File: src/rtl/hier_resp_pkg.sv
// Shared types and constants for the hierarchical response collector.
// Holds the default tree fan-out, payload width and the counter ceiling.
package hier_resp_pkg;

    localparam int DEF_NUM_CHILD = 5;
    localparam int DEF_DATA_W    = 16;
    localparam int DEF_IDX_W     = $clog2(DEF_NUM_CHILD);

    localparam logic [15:0] STAT_MAX = 16'hFFFF;

    typedef struct packed {
        logic [DEF_DATA_W-1:0] data;
        logic [DEF_IDX_W-1:0]  idx;
        logic                  last;
    } resp_beat_t;

    function automatic logic [15:0] sat_inc(input logic [15:0] value);
        return (value == STAT_MAX) ? value : value + 16'd1;
    endfunction

endpackage

File: src/rtl/hier_rr_arbiter.sv
// Round-robin arbiter: grants the first requester at or after ptr, wrapping
// from NUM_CHILD-1 back to 0. Produces a one-hot grant and its encoded index.
module hier_rr_arbiter
    import hier_resp_pkg::*;
#(
    parameter int  NUM_CHILD = DEF_NUM_CHILD,
    localparam int IDX_W     = $clog2(NUM_CHILD)
) (
    input  logic [NUM_CHILD-1:0] req,
    input  logic [IDX_W-1:0]     ptr,
    input  logic                 en,
    output logic [NUM_CHILD-1:0] gnt,
    output logic [IDX_W-1:0]     gnt_idx
);

    localparam logic [IDX_W:0] N_W = (IDX_W+1)'(NUM_CHILD);

    logic [IDX_W:0] cand;
    logic           found;

    // One extra bit on the candidate lets ptr+k exceed NUM_CHILD before folding back.
    always_comb begin
        gnt     = '0;
        gnt_idx = '0;
        found   = 1'b0;
        cand    = '0;
        for (int k = 0; k < NUM_CHILD; k++) begin
            cand = {1'b0, ptr} + (IDX_W+1)'(k);
            if (cand >= N_W) begin
                cand = cand - N_W;
            end
            if (en && !found && req[cand[IDX_W-1:0]]) begin
                found                 = 1'b1;
                gnt[cand[IDX_W-1:0]]  = 1'b1;
                gnt_idx               = cand[IDX_W-1:0];
            end
        end
    end

endmodule

File: src/rtl/hier_resp_collector.sv
// Collects one response per child per round and serialises them onto a registered
// parent channel. Optional counters are enabled by HIER_RESP_COLLECT_STATS_EN.
module hier_resp_collector
    import hier_resp_pkg::*;
#(
    parameter int  NUM_CHILD = DEF_NUM_CHILD,
    parameter int  DATA_W    = DEF_DATA_W,
    localparam int IDX_W     = $clog2(NUM_CHILD)
) (
    input  logic                        clk,
    input  logic                        rst_n,
    input  logic [NUM_CHILD-1:0]        child_valid,
    output logic [NUM_CHILD-1:0]        child_ready,
    input  logic [NUM_CHILD*DATA_W-1:0] child_data,
    output logic                        up_valid,
    input  logic                        up_ready,
    output logic [DATA_W-1:0]           up_data,
    output logic [IDX_W-1:0]            up_idx,
    output logic                        up_last,
    output logic                        round_busy
`ifdef HIER_RESP_COLLECT_STATS_EN
    ,
    output logic [15:0]                 rounds_done,
    output logic [15:0]                 stall_cycles
`endif
);

    logic                 up_valid_q, up_valid_d;
    logic [DATA_W-1:0]    up_data_q, up_data_d;
    logic [IDX_W-1:0]     up_idx_q, up_idx_d;
    logic                 up_last_q, up_last_d;
    logic [NUM_CHILD-1:0] done_mask_q, done_mask_d;
    logic [IDX_W-1:0]     rr_ptr_q, rr_ptr_d;

    logic                 can_load;
    logic                 arb_en;
    logic                 gnt_any;
    logic                 close_round;
    logic [NUM_CHILD-1:0] elig;
    logic [NUM_CHILD-1:0] gnt;
    logic [NUM_CHILD-1:0] mask_set;
    logic [IDX_W-1:0]     gnt_idx;
    logic [DATA_W-1:0]    sel_data;

    // Gating on rst_n keeps every child_ready low while the block is held in reset.
    assign can_load = !up_valid_q || up_ready;
    assign arb_en   = can_load && rst_n;
    assign elig     = child_valid & ~done_mask_q;

    hier_rr_arbiter #(
        .NUM_CHILD (NUM_CHILD)
    ) u_arb (
        .req     (elig),
        .ptr     (rr_ptr_q),
        .en      (arb_en),
        .gnt     (gnt),
        .gnt_idx (gnt_idx)
    );

    assign gnt_any     = |gnt;
    assign child_ready = gnt;
    assign mask_set    = done_mask_q | gnt;
    assign close_round = gnt_any && (&mask_set);

    always_comb begin
        sel_data = '0;
        for (int i = 0; i < NUM_CHILD; i++) begin
            if (gnt[i]) begin
                sel_data = sel_data | child_data[i*DATA_W +: DATA_W];
            end
        end
    end

    always_comb begin
        up_valid_d  = up_valid_q && !up_ready;
        up_data_d   = up_data_q;
        up_idx_d    = up_idx_q;
        up_last_d   = up_last_q;
        done_mask_d = done_mask_q;
        rr_ptr_d    = rr_ptr_q;
        if (gnt_any) begin
            up_valid_d  = 1'b1;
            up_data_d   = sel_data;
            up_idx_d    = gnt_idx;
            up_last_d   = close_round;
            done_mask_d = close_round ? '0 : mask_set;
            rr_ptr_d    = (gnt_idx == IDX_W'(NUM_CHILD-1)) ? '0 : gnt_idx + IDX_W'(1);
        end
    end

    always_ff @(posedge clk or negedge rst_n) begin
        if (!rst_n) begin
            up_valid_q  <= 1'b0;
            up_data_q   <= '0;
            up_idx_q    <= '0;
            up_last_q   <= 1'b0;
            done_mask_q <= '0;
            rr_ptr_q    <= '0;
        end else begin
            up_valid_q  <= up_valid_d;
            up_data_q   <= up_data_d;
            up_idx_q    <= up_idx_d;
            up_last_q   <= up_last_d;
            done_mask_q <= done_mask_d;
            rr_ptr_q    <= rr_ptr_d;
        end
    end

    assign up_valid   = up_valid_q;
    assign up_data    = up_data_q;
    assign up_idx     = up_idx_q;
    assign up_last    = up_last_q;
    assign round_busy = |done_mask_q;

`ifdef HIER_RESP_COLLECT_STATS_EN
    logic [15:0] rounds_done_q, rounds_done_d;
    logic [15:0] stall_cycles_q, stall_cycles_d;

    always_comb begin
        rounds_done_d  = close_round ? sat_inc(rounds_done_q) : rounds_done_q;
        stall_cycles_d = (up_valid_q && !up_ready) ? sat_inc(stall_cycles_q) : stall_cycles_q;
    end

    always_ff @(posedge clk or negedge rst_n) begin
        if (!rst_n) begin
            rounds_done_q  <= '0;
            stall_cycles_q <= '0;
        end else begin
            rounds_done_q  <= rounds_done_d;
            stall_cycles_q <= stall_cycles_d;
        end
    end

    assign rounds_done  = rounds_done_q;
    assign stall_cycles = stall_cycles_q;
`endif

endmodule
File: config.mk
export PLATFORM = sky130hd
export DESIGN_NAME = hier_resp_collector
export DESIGN_NICKNAME = d
export VERILOG_FILES = /design/src/rtl/hier_resp_pkg.sv /design/src/rtl/hier_rr_arbiter.sv /design/src/rtl/hier_resp_collector.sv
export SDC_FILE = /design/constraint.sdc
export NUM_CORES = 1
export LEC_CHECK = 0
export ABC_AREA = 1
export ABC_CLOCK_PERIOD_IN_PS = 3200
export CAP_MARGIN = 20
export CORE_AREA = 2 2 126 67
export DETAILED_ROUTE_END_ITERATION = 8
export DIE_AREA = 0 0 128 69
export PLACE_DENSITY = 0.76
export REMOVE_ABC_BUFFERS = 1
export SYNTH_ARGS = -nofsm -noshare
export SYNTH_HDL_FRONTEND = slang
export SYNTH_SLANG_ARGS = --single-unit
File: constraint.sdc
create_clock -name clk -period 3.2 [get_ports clk]
set_input_delay 0.64 -clock clk [delete_from_list [all_inputs] [get_ports clk]]
set_output_delay 0.64 -clock clk [all_outputs]
set_load 0.01 [all_outputs]
==> flow_summary.toml, run 1 <==
[logic_synthesis]
synth_edf_count = 0
synthCells = 493
yosysUniqueCellTypes = 32
async_reset_ff_share_pct = 100
synthFlopType = "dfrtp_1"
syn_avg_cell_area_um2 = 6.21
ys_seq_area_share_pct = 23.7
synth_top_area_share_pct = 24.2
synth.most_common_cell = "nand2_1"
synthTopCellsByCount = "nand2_1, nand3_1, nor2_1"
yosysTopAreaCell = "nand2_1"
synth_area_leaders = "nand2_1, dfrtp_1, nand3_1, nand4_1, nor2_1"
synth_area_mm2 = 0.00306
synth_warnings = 0
ys_seq_elements = 29

[status]
status = "finished, violations left"
violations = "setup timing"

[global_route]
grt_usage_pct = 29.7
grt_pass1_vias = 4101
grt_overflow_total = 0
antenna_found_initial = 0
grt_max_degree = 30
grt_first_pass_wirelength_um = 20800

[routing]
wl_per_cell_um = 17.6
drcViolationCount = 0
drt_iter0_drc = 441
vias = 4400
first_pass_iters = 5
wirelength_um = 14200
ant_nets = 0
via_per_inst = 5.45

[setup_path]
cpMostUsedCell = "nor2_4"
r2r_setup_slack_ps = -200
critPathCapture = "child_ready[3]"
r2r-start = "rr_ptr_q[0]"
critPathLaunch = "rr_ptr_q[0]"
critPathCaptureType = "output port"
worstSetupStartpointType = "register"
max_stage_delay_ps = 430
rr_worst_depth = 23
crit_required_ps = 2560
cp_slowest_cell = "dfrtp_1"
path_class = "register to output port"
crit_fanout = 7
crit_chain = "inv_4 > ha_4 > inv_2 > fa_2 > inv_2 > nand2_8 > xor2_4 > nand2_2 > nand3_4 > nand2_2 > nor2_4 > nand4_1 > buf_4 > nor2_4 > nor2_4 > nand3_2 > buf_6"
cp.arrival_ps = 2900
r2r-end = "rr_ptr_q[2]"

[layout]
diodes = 0
final_nets = 806
nFillCells = 526
design_area_mm2 = 0.00581
drive_above_1_share_pct = 33.5
final_util_pct = 75.4
instances_no_fill = 807
syn_to_final_growth_pct = 90.0

[power]
p_per_area_mw_per_mm2 = 1390
combPwrFrac_pct = 84.3
vdd_drop_max_mv = 0.918
seqPwrFrac_pct = 8.7
p_sw_uw = 4040
p_int_uw = 4020
leakagePower_uw = 0.00283
pwr-share-clk_pct = 7.0
power_switching_share_pct = 50.1

[sta]
max_slew_margin_pct = 73.7
period_minus_slack_ps = 3540
fin_skew_ps = 3.94
fin_ws_ps = -337
hold_viol = 0
worst_pin_slew_ps = 395
grt_setup_unrepaired = "true"
report.final.slew_viol_count = 0
max_freq_mhz = 283
setup_viol = 17
min_period_over_period_pct = 111

[floorplan]
ioPinCount = 115
die_x_um = 128
die_height_um = 69
core_mm2 = 0.00771
row_count = 23
start_util_pct = 39.7
dieArea_mm2 = 0.00883

[clock_network]
cts_max_path_buffers = 2
clock-sinks = 29
clk_latency_ps = 280
cts_inserted_buffers = 5
cts_root_buf = "clkbuf_16"
cts_hold_buffers = 0
htreeDepth = 2
clkTransAtPathRegs_ps = 50
cts_tree = "built"

[flow_run]
drv_cap = 0

[place]
placedCellCount = 768
dpl_worst_slack_ps = -485
io_buffers = 114
gp_congestion = 1.00
dpl_cell_area_mm2 = 0.00482
place_hpwl_um = 9760

[min_path]
hold_class = "register to register"
[sequential cells by signal, summed over array words and instances, names as in the netlist]
signal / cells
up_idx: 3
up_valid: 1
up_last: 1
done_mask_q: 5
up_data: 16
rr_ptr_q: 3
[power by group through the flow]
stage	sequential, uW	clock [uW]	combinational [uW]
floorplan	761	0	2710
global placement	680	0	4980
detailed placement	687	0	5120
CTS	691	571	5890
global route	715	590	7270
finish	699	566	6790
[cell families after synthesis]
logic type | share of synthesized area, %
simple gates | 55.1
fa+ha+maj | 5.15
xor+xnor | 1.10
flops | 23.7
buf+inv | 8.75
compound gates | 6.18
[placed cells by master, fill, tap and decap left out, drive strengths merged]
cell,instances
xor2,3
clkinvlp,1
dfrtp,29
clkbuf,6
a21boi,1
nand3,67
fa,1
nand4,30
a21oi,12
or2,1
ha,11
nand2,205
clkdlybuf4s50,109
nor2,53
o21ai,16
and3,1
bufinv,1
inv,48
buf,110
nor3,2
[cell type report]
class,count,area (um2),area share [%]
Timing Repair Buffer,219,2040,35.2
Multi-Input combinational cell,403,2550,43.9
Sequential cell,29,728,12.5
Clock inverter,2,37.5,0.646
Tap cell,100,125,2.15
Clock buffer,6,139,2.39
Inverter,48,185,3.19
[what timing repair did]
action	CTS	global route
gates cloned	0	1
pin swaps	36	28
buffers inserted	24	11
resized for setup	105	57
endpoints found under the setup margin	34	34
[worst max-delay path: cells and delay by family (launching register included)]
family        cells  cell delay (ps)
simple gates      9              960
fa+ha+maj         2              470
flops             1              430
buf+inv           5              520
xor+xnor          1              220
[layer usage]
layer | part of all wire, % | track usage, %
met3 | 11 | 11.4
met1 | 41 | 40.0
met4 | 2.3 | 5.49
met5 | 0 | 0
met2 | 46 | 45.7
[per-stage QoR]
| step | total power, uW | hold slack, ps | TNS, ps |
|---|---|---|---|
| after floorplan | 3470 | 344 | -10240 |
| after global placement | 5660 | 512 | -1820 |
| after detailed placement | 5810 | 513 | -4580 |
| after CTS | 7150 | 523 | -1380 |
| after global routing | 8580 | 545 | -6950 |
| final | 8050 | 518 | -2090 |
[worst min-delay path by stage]
stage          startpoint              to  cells after the start
6_report        up_idx[0]       up_idx[0]                      2
5_1_grt         up_idx[0]       up_idx[0]                      2
4_1_cts         up_idx[0]       up_idx[0]                      2
3_5_place_dp    up_idx[0]       up_idx[0]                      2
3_3_place_gp    up_idx[0]       up_idx[0]                      2
2_1_floorplan       rst_n  done_mask_q[0]                      0
Note: power is estimated with default switching activity, not from simulation.
==> run 2: changes to the inputs <==
- CORE_AREA: 2 2 126 67 -> 2 2 124 66
- DIE_AREA: 0 0 128 69 -> 0 0 126 68
- PLACE_DENSITY: 0.76 -> 0.77
- SYNTH_HIERARCHICAL: not set -> 1
==> flow_summary.toml, run 2 <==
[setup_path]
max_stage_delay_ps = 420
path_class = "register to output port"
crit_required_ps = 2560
critPathCaptureType = "output port"
crit_fanout = 6
r2r-start = "rr_ptr_q[0]"
rr_worst_depth = 23
cp_slowest_cell = "fa_2"
cp.arrival_ps = 2870
path_buf_inv = 4
cp_top_family = "simple AND/OR/NAND/NOR gates"
r2r-end = "done_mask_q[4]"
critPathLaunch = "rr_ptr_q[0]"
worstSetupStartpointType = "register"
crit_chain = "inv_2 > ha_4 > inv_2 > fa_2 > inv_4 > nand2_8 > nand2_4 > o21ai_4 > nor2_4 > nand2_2 > nor2_4 > nor2_4 > nand3b_4 > nor2_4 > nand3_2 > nand3_4 > buf_6"
r2r_setup_slack_ps = -190
cpMostUsedCell = "nor2_4"

[layout]
syn_to_final_growth_pct = 79.8
final_common_cell = "nand2_1"
seqCellArea_um2 = 727
largest_reg_flops = 16
final_cell_mix = "nand2_1, clkdlybuf4s50_1, buf_4, nor2_1, nand4_1"
multiInputGateArea_mm2 = 0.00231
final_nets = 752
nFillCells = 626
drive_above_1_share_pct = 29.9
diodes = 0

[floorplan]
ioPinCount = 115
die_x_um = 126
row_count = 23
start_util_pct = 39.1
dieArea_mm2 = 0.00857
die_height_um = 68
core_mm2 = 0.00760

[logic_synthesis]
syn_avg_cell_area_um2 = 6.49
synth.most_common_cell = "nand2_1"
synth_area_mm2 = 0.00297
synthFlopType = "dfrtp_1"
synthTopCellsByCount = "nand2_1, nor2_1, nand4_1"
yosysUniqueCellTypes = 35
synth_area_leaders = "dfrtp_1, nand2_1, nand4_1, nor2_1, nand3_1"
yosysTopAreaCell = "dfrtp_1"
synth_edf_count = 0
synth_warnings = 6
synthCells = 458
ys_seq_area_share_pct = 24.4
async_reset_ff_share_pct = 100
ys_seq_elements = 29
synth_top_area_share_pct = 24.4

[clock_network]
htreeDepth = 2
clkTransAtPathRegs_ps = 50
cts_tree = "built"
clock-sinks = 29
cts_inserted_buffers = 5
cts_hold_buffers = 0
clk_latency_ps = 280
cts_root_buf = "clkbuf_16"
cts_max_path_buffers = 2

[status]
violations = "setup timing"
status = "finished, violations left"

[sta]
fin_skew_ps = 5.29
max_freq_mhz = 285
fin_ws_ps = -306
worst_pin_slew_ps = 508
setup_viol = 34
min_period_over_period_pct = 110
hold_viol = 0
report.final.slew_viol_count = 0
max_slew_margin_pct = 65.9
grt_setup_unrepaired = "true"
period_minus_slack_ps = 3510

[global_route]
antenna_found_initial = 0
grt_max_degree = 30
grt_pass1_vias = 3609
grt_usage_pct = 28.9
grt_first_pass_wirelength_um = 18800
grt_overflow_total = 0

[min_path]
hold_class = "register to register"
whs_path_depth = 1
hold_path_end = "up_valid"
min-delay-start = "up_valid"

[place]
dpl_worst_slack_ps = -604
io_buffers = 114
place_hpwl_um = 9480
gp_congestion = 0.950

[routing]
first_pass_iters = 5
wl_per_cell_um = 16.9
via_per_inst = 5.15
drt_iter0_drc = 358
vias = 3875
ant_nets = 0
wirelength_um = 12700
drcViolationCount = 0

[flow_run]
drv_cap = 0
-- run 2: worst max path at each step --
stage | end | cells after the start
2_1_floorplan | done_mask_q[3] | 20
3_5_place_dp | child_ready[3] | 17
6_report | child_ready[2] | 17
3_3_place_gp | child_ready[1] | 17
4_1_cts | child_ready[1] | 18
5_1_grt | child_ready[2] | 17
-- run 2: per-layer routing --
metal | global-route usage [%] | up-vias | share of wire, %
met2 | 42.7 | 175 | 42
li1 | - | 1895 | -
met3 | 10.8 | 16 | 10
met5 | 0 | - | 0
met4 | 5.08 | 0 | 1.5
met1 | 40.8 | 1789 | 46
-- run 2: metrics by stage --
step	hold WS (ps)	setup TNS (ps)	cell area, um2	std cells	utilization, %
6_report	517	-4060	5340	752	70.3
5_1_grt	543	-9150	5340	752	70.3
4_1_cts	509	-1260	5200	750	68.4
3_5_place_dp	498	-10940	4690	729	61.7
3_3_place_gp	479	-11110	4690	729	61.7
2_1_floorplan	344	-15030	2860	442	-
-- run 2: cell type report --
cell class / instances / share of cell area (%)
sequential: 29 / 13.6
timing repair buffer: 203 / 35.2
tap: 100 / 2.34
clock buffer: 7 / 2.67
inverter: 40 / 2.90
multi-input combinational: 373 / 43.3
-- run 2: cell families (layout without fill, tap and decap cells) --
family,after synthesis,after routing,synth area share [%]
and+or+nand+nor,332,332,54.5
buffers and inverters,56,250,8.80
DFF,29,29,24.4
AOI/OAI and AO/OA,25,25,5.22
adders and majority gates,12,12,5.31
xor gates and xnor gates,4,4,1.69
-- run 2: what timing repair did --
| item | 4_1_cts | 5_1_grt |
|---|---|---|
| setup buffers | 14 | 2 |
| gates resized for setup | 91 | 31 |
| endpoints found under the setup margin | 34 | 34 |
| pin swaps | 20 | 23 |
Power of run 2 is left out: the tool's default activity adds up to more than one toggle a clock period on the data nets, which glitch-free logic cannot reach.
==> variant: new RTL, settings of run 2 <==
Change the package constant `DEF_NUM_CHILD` from 5 to 6.
--- a/src/rtl/hier_resp_pkg.sv
+++ b/src/rtl/hier_resp_pkg.sv
@@ -2,7 +2,7 @@
 // Holds the default tree fan-out, payload width and the counter ceiling.
 package hier_resp_pkg;
 
-    localparam int DEF_NUM_CHILD = 5;
+    localparam int DEF_NUM_CHILD = 6;
     localparam int DEF_DATA_W    = 16;
     localparam int DEF_IDX_W     = $clog2(DEF_NUM_CHILD);
 
Interface: changed (resized child_data, child_ready and child_valid); port bits go from 115 to 133. The function was not compared with the original's and may differ.
==> variant against run 2 <==
The run still ends with setup timing left. Worst setup slack improved by 0.14 ns. Routed wire length up 12%. Non-clock buffer count increased by 33. Via count up 16%. Hold slack worse by 0.038 ns. Cell area is 9.1% higher. Clock skew about the same. Sequential cell count increased by 1. Highest routed layer unchanged. First-iteration DRC count decreased by 8.9%. Synthesized area increased by 8.5%. Final cell count grew 14%.
==> variant: results (changes against run 2) <==
[yosys]
yosysTopAreaCellShare = 0.252  ; was 0.244
ys_top_cells_by_area = nand2_1 (25%), dfrtp_1 (23%), nor2_1 (7.8%)  ; was dfrtp_1 (24%), nand2_1 (21%), nand4_1 (8.0%)
synth_compound_area_frac = 0.0396  ; was 0.0522
synth_fa_ha_area_frac = 0.0272  ; was 0.0531
synth_cell_type_count = 34  ; was 35
ys_seq_area_frac = 0.233  ; was 0.244

[setup_path]
cp.arrival_ns = 2.73  ; was 2.87 ns
startpoint = rr_ptr_q[1]  ; was rr_ptr_q[0]
worstPathMaxFanout = 4  ; was 6
cpMaxStageDelayCell = dfrtp_1  ; was fa_2

[drt]
wl_per_cell_um = 16.6  ; was 16.9 um
met3_length_um = 1720  ; was 1320 um
m1WireLength_um = 5920  ; was 5890 um
drt-initial-drc-count = 326  ; was 358

[cts]
ctsResizeCount = 112  ; was 91

[grt]
grt_pass1_wl_um = 21400  ; was 18800 um
grt_use_total = 0.321  ; was 0.289
grt_pass1_vias = 4328  ; was 3609
use_met3 = 0.101  ; was 0.108
met2_usage = 0.514  ; was 0.427
met1_usage = 0.413  ; was 0.408
grt_start_max_net_pins = 31  ; was 30

[run_status]
violations = setup timing  ; unchanged
outcome = finished with violations  ; unchanged

[placed_design]
dp_hpwl_um = 10100  ; was 9480 um
place.gp.congestion = 1.03  ; was 0.950
port_buffers = 132  ; was 114

[worst_hold_path]
min_from = up_idx[2]  ; was up_valid

[power_and_ir_drop]
finalPower_mw = 7.51

[timing]
tightest_slew_ns = 0.411  ; was 0.508 ns
setup_viol = 28  ; was 34
setup_slack_ns = -0.166  ; was -0.306 ns
clock-skew-final_ns = 0.00520  ; was 0.00529 ns

[cells_and_area]
final_nets = 865  ; was 752
nFillCells = 542  ; was 626
drive_gt1_frac = 0.309  ; was 0.299

==> variant: cell types whose count changed after synthesis, sizes merged, moves of 3 or more <==
cell / run 2 / this run
ha: 11 / 7
nand2: 172 / 243
nand3b: 17 / 1
nand3: 43 / 55
nand4: 38 / 28
buf: 15 / 18
nor2: 56 / 75
a21oi: 7 / 2
==> variant: cells by family (layout without fill, tap and decap cells) <==
kind of cell	Yosys count	in the layout
AND/OR/NAND/NOR	408	409
buffers and inverters	62	285
flip-flops	30	30
AO/OA/AOI/OAI	21	21
adder cells (fa/ha/maj)	7	7
XOR/XNOR	2	2
==> variant: path summary, 6_finish.rpt <==
check	end	slack, ns	depth (start not counted)
max	child_ready[5]	-0.17	16
min	up_idx[2]	0.48	2
max reg2reg	done_mask_q[0]	-0.08	20
min reg2reg	up_idx[2]	0.48	2
max in group asynchronous	rr_ptr_q[2]	1.96	2
min in group asynchronous	done_mask_q[3]	0.93	2
==> variant: worst max-delay path, delay by kind of cell (launching register included) <==
family                     cells  cell delay [ns]
DFF                            1             0.42
and+or+nand+nor               10             1.11
adders and majority gates      1             0.32
AOI/OAI and AO/OA              1             0.21
buffers and inverters          4             0.40
==> variant: layout make-up <==
class / count / share of cell area
multi-input combinational: 439 / 0.420
timing repair buffer: 236 / 0.375
sequential: 30 / 0.129
inverter: 41 / 0.0290
clock buffer: 6 / 0.0238
tap: 100 / 0.0215
clock inverter: 2 / 0.00215
==> variant: stage by stage <==
stage / area (um2) / setup slack [ns] / cells / TNS, ns
2_1_floorplan: 3010 / -0.918 / 509 / -30.23
3_3_place_gp: 5120 / -0.690 / 825 / -16.33
3_5_place_dp: 5120 / -0.707 / 825 / -18.83
4_1_cts: 5710 / -0.0469 / 850 / -0.144
5_1_grt: 5830 / -0.272 / 854 / -6.43
6_report: 5830 / -0.166 / 854 / -1.55
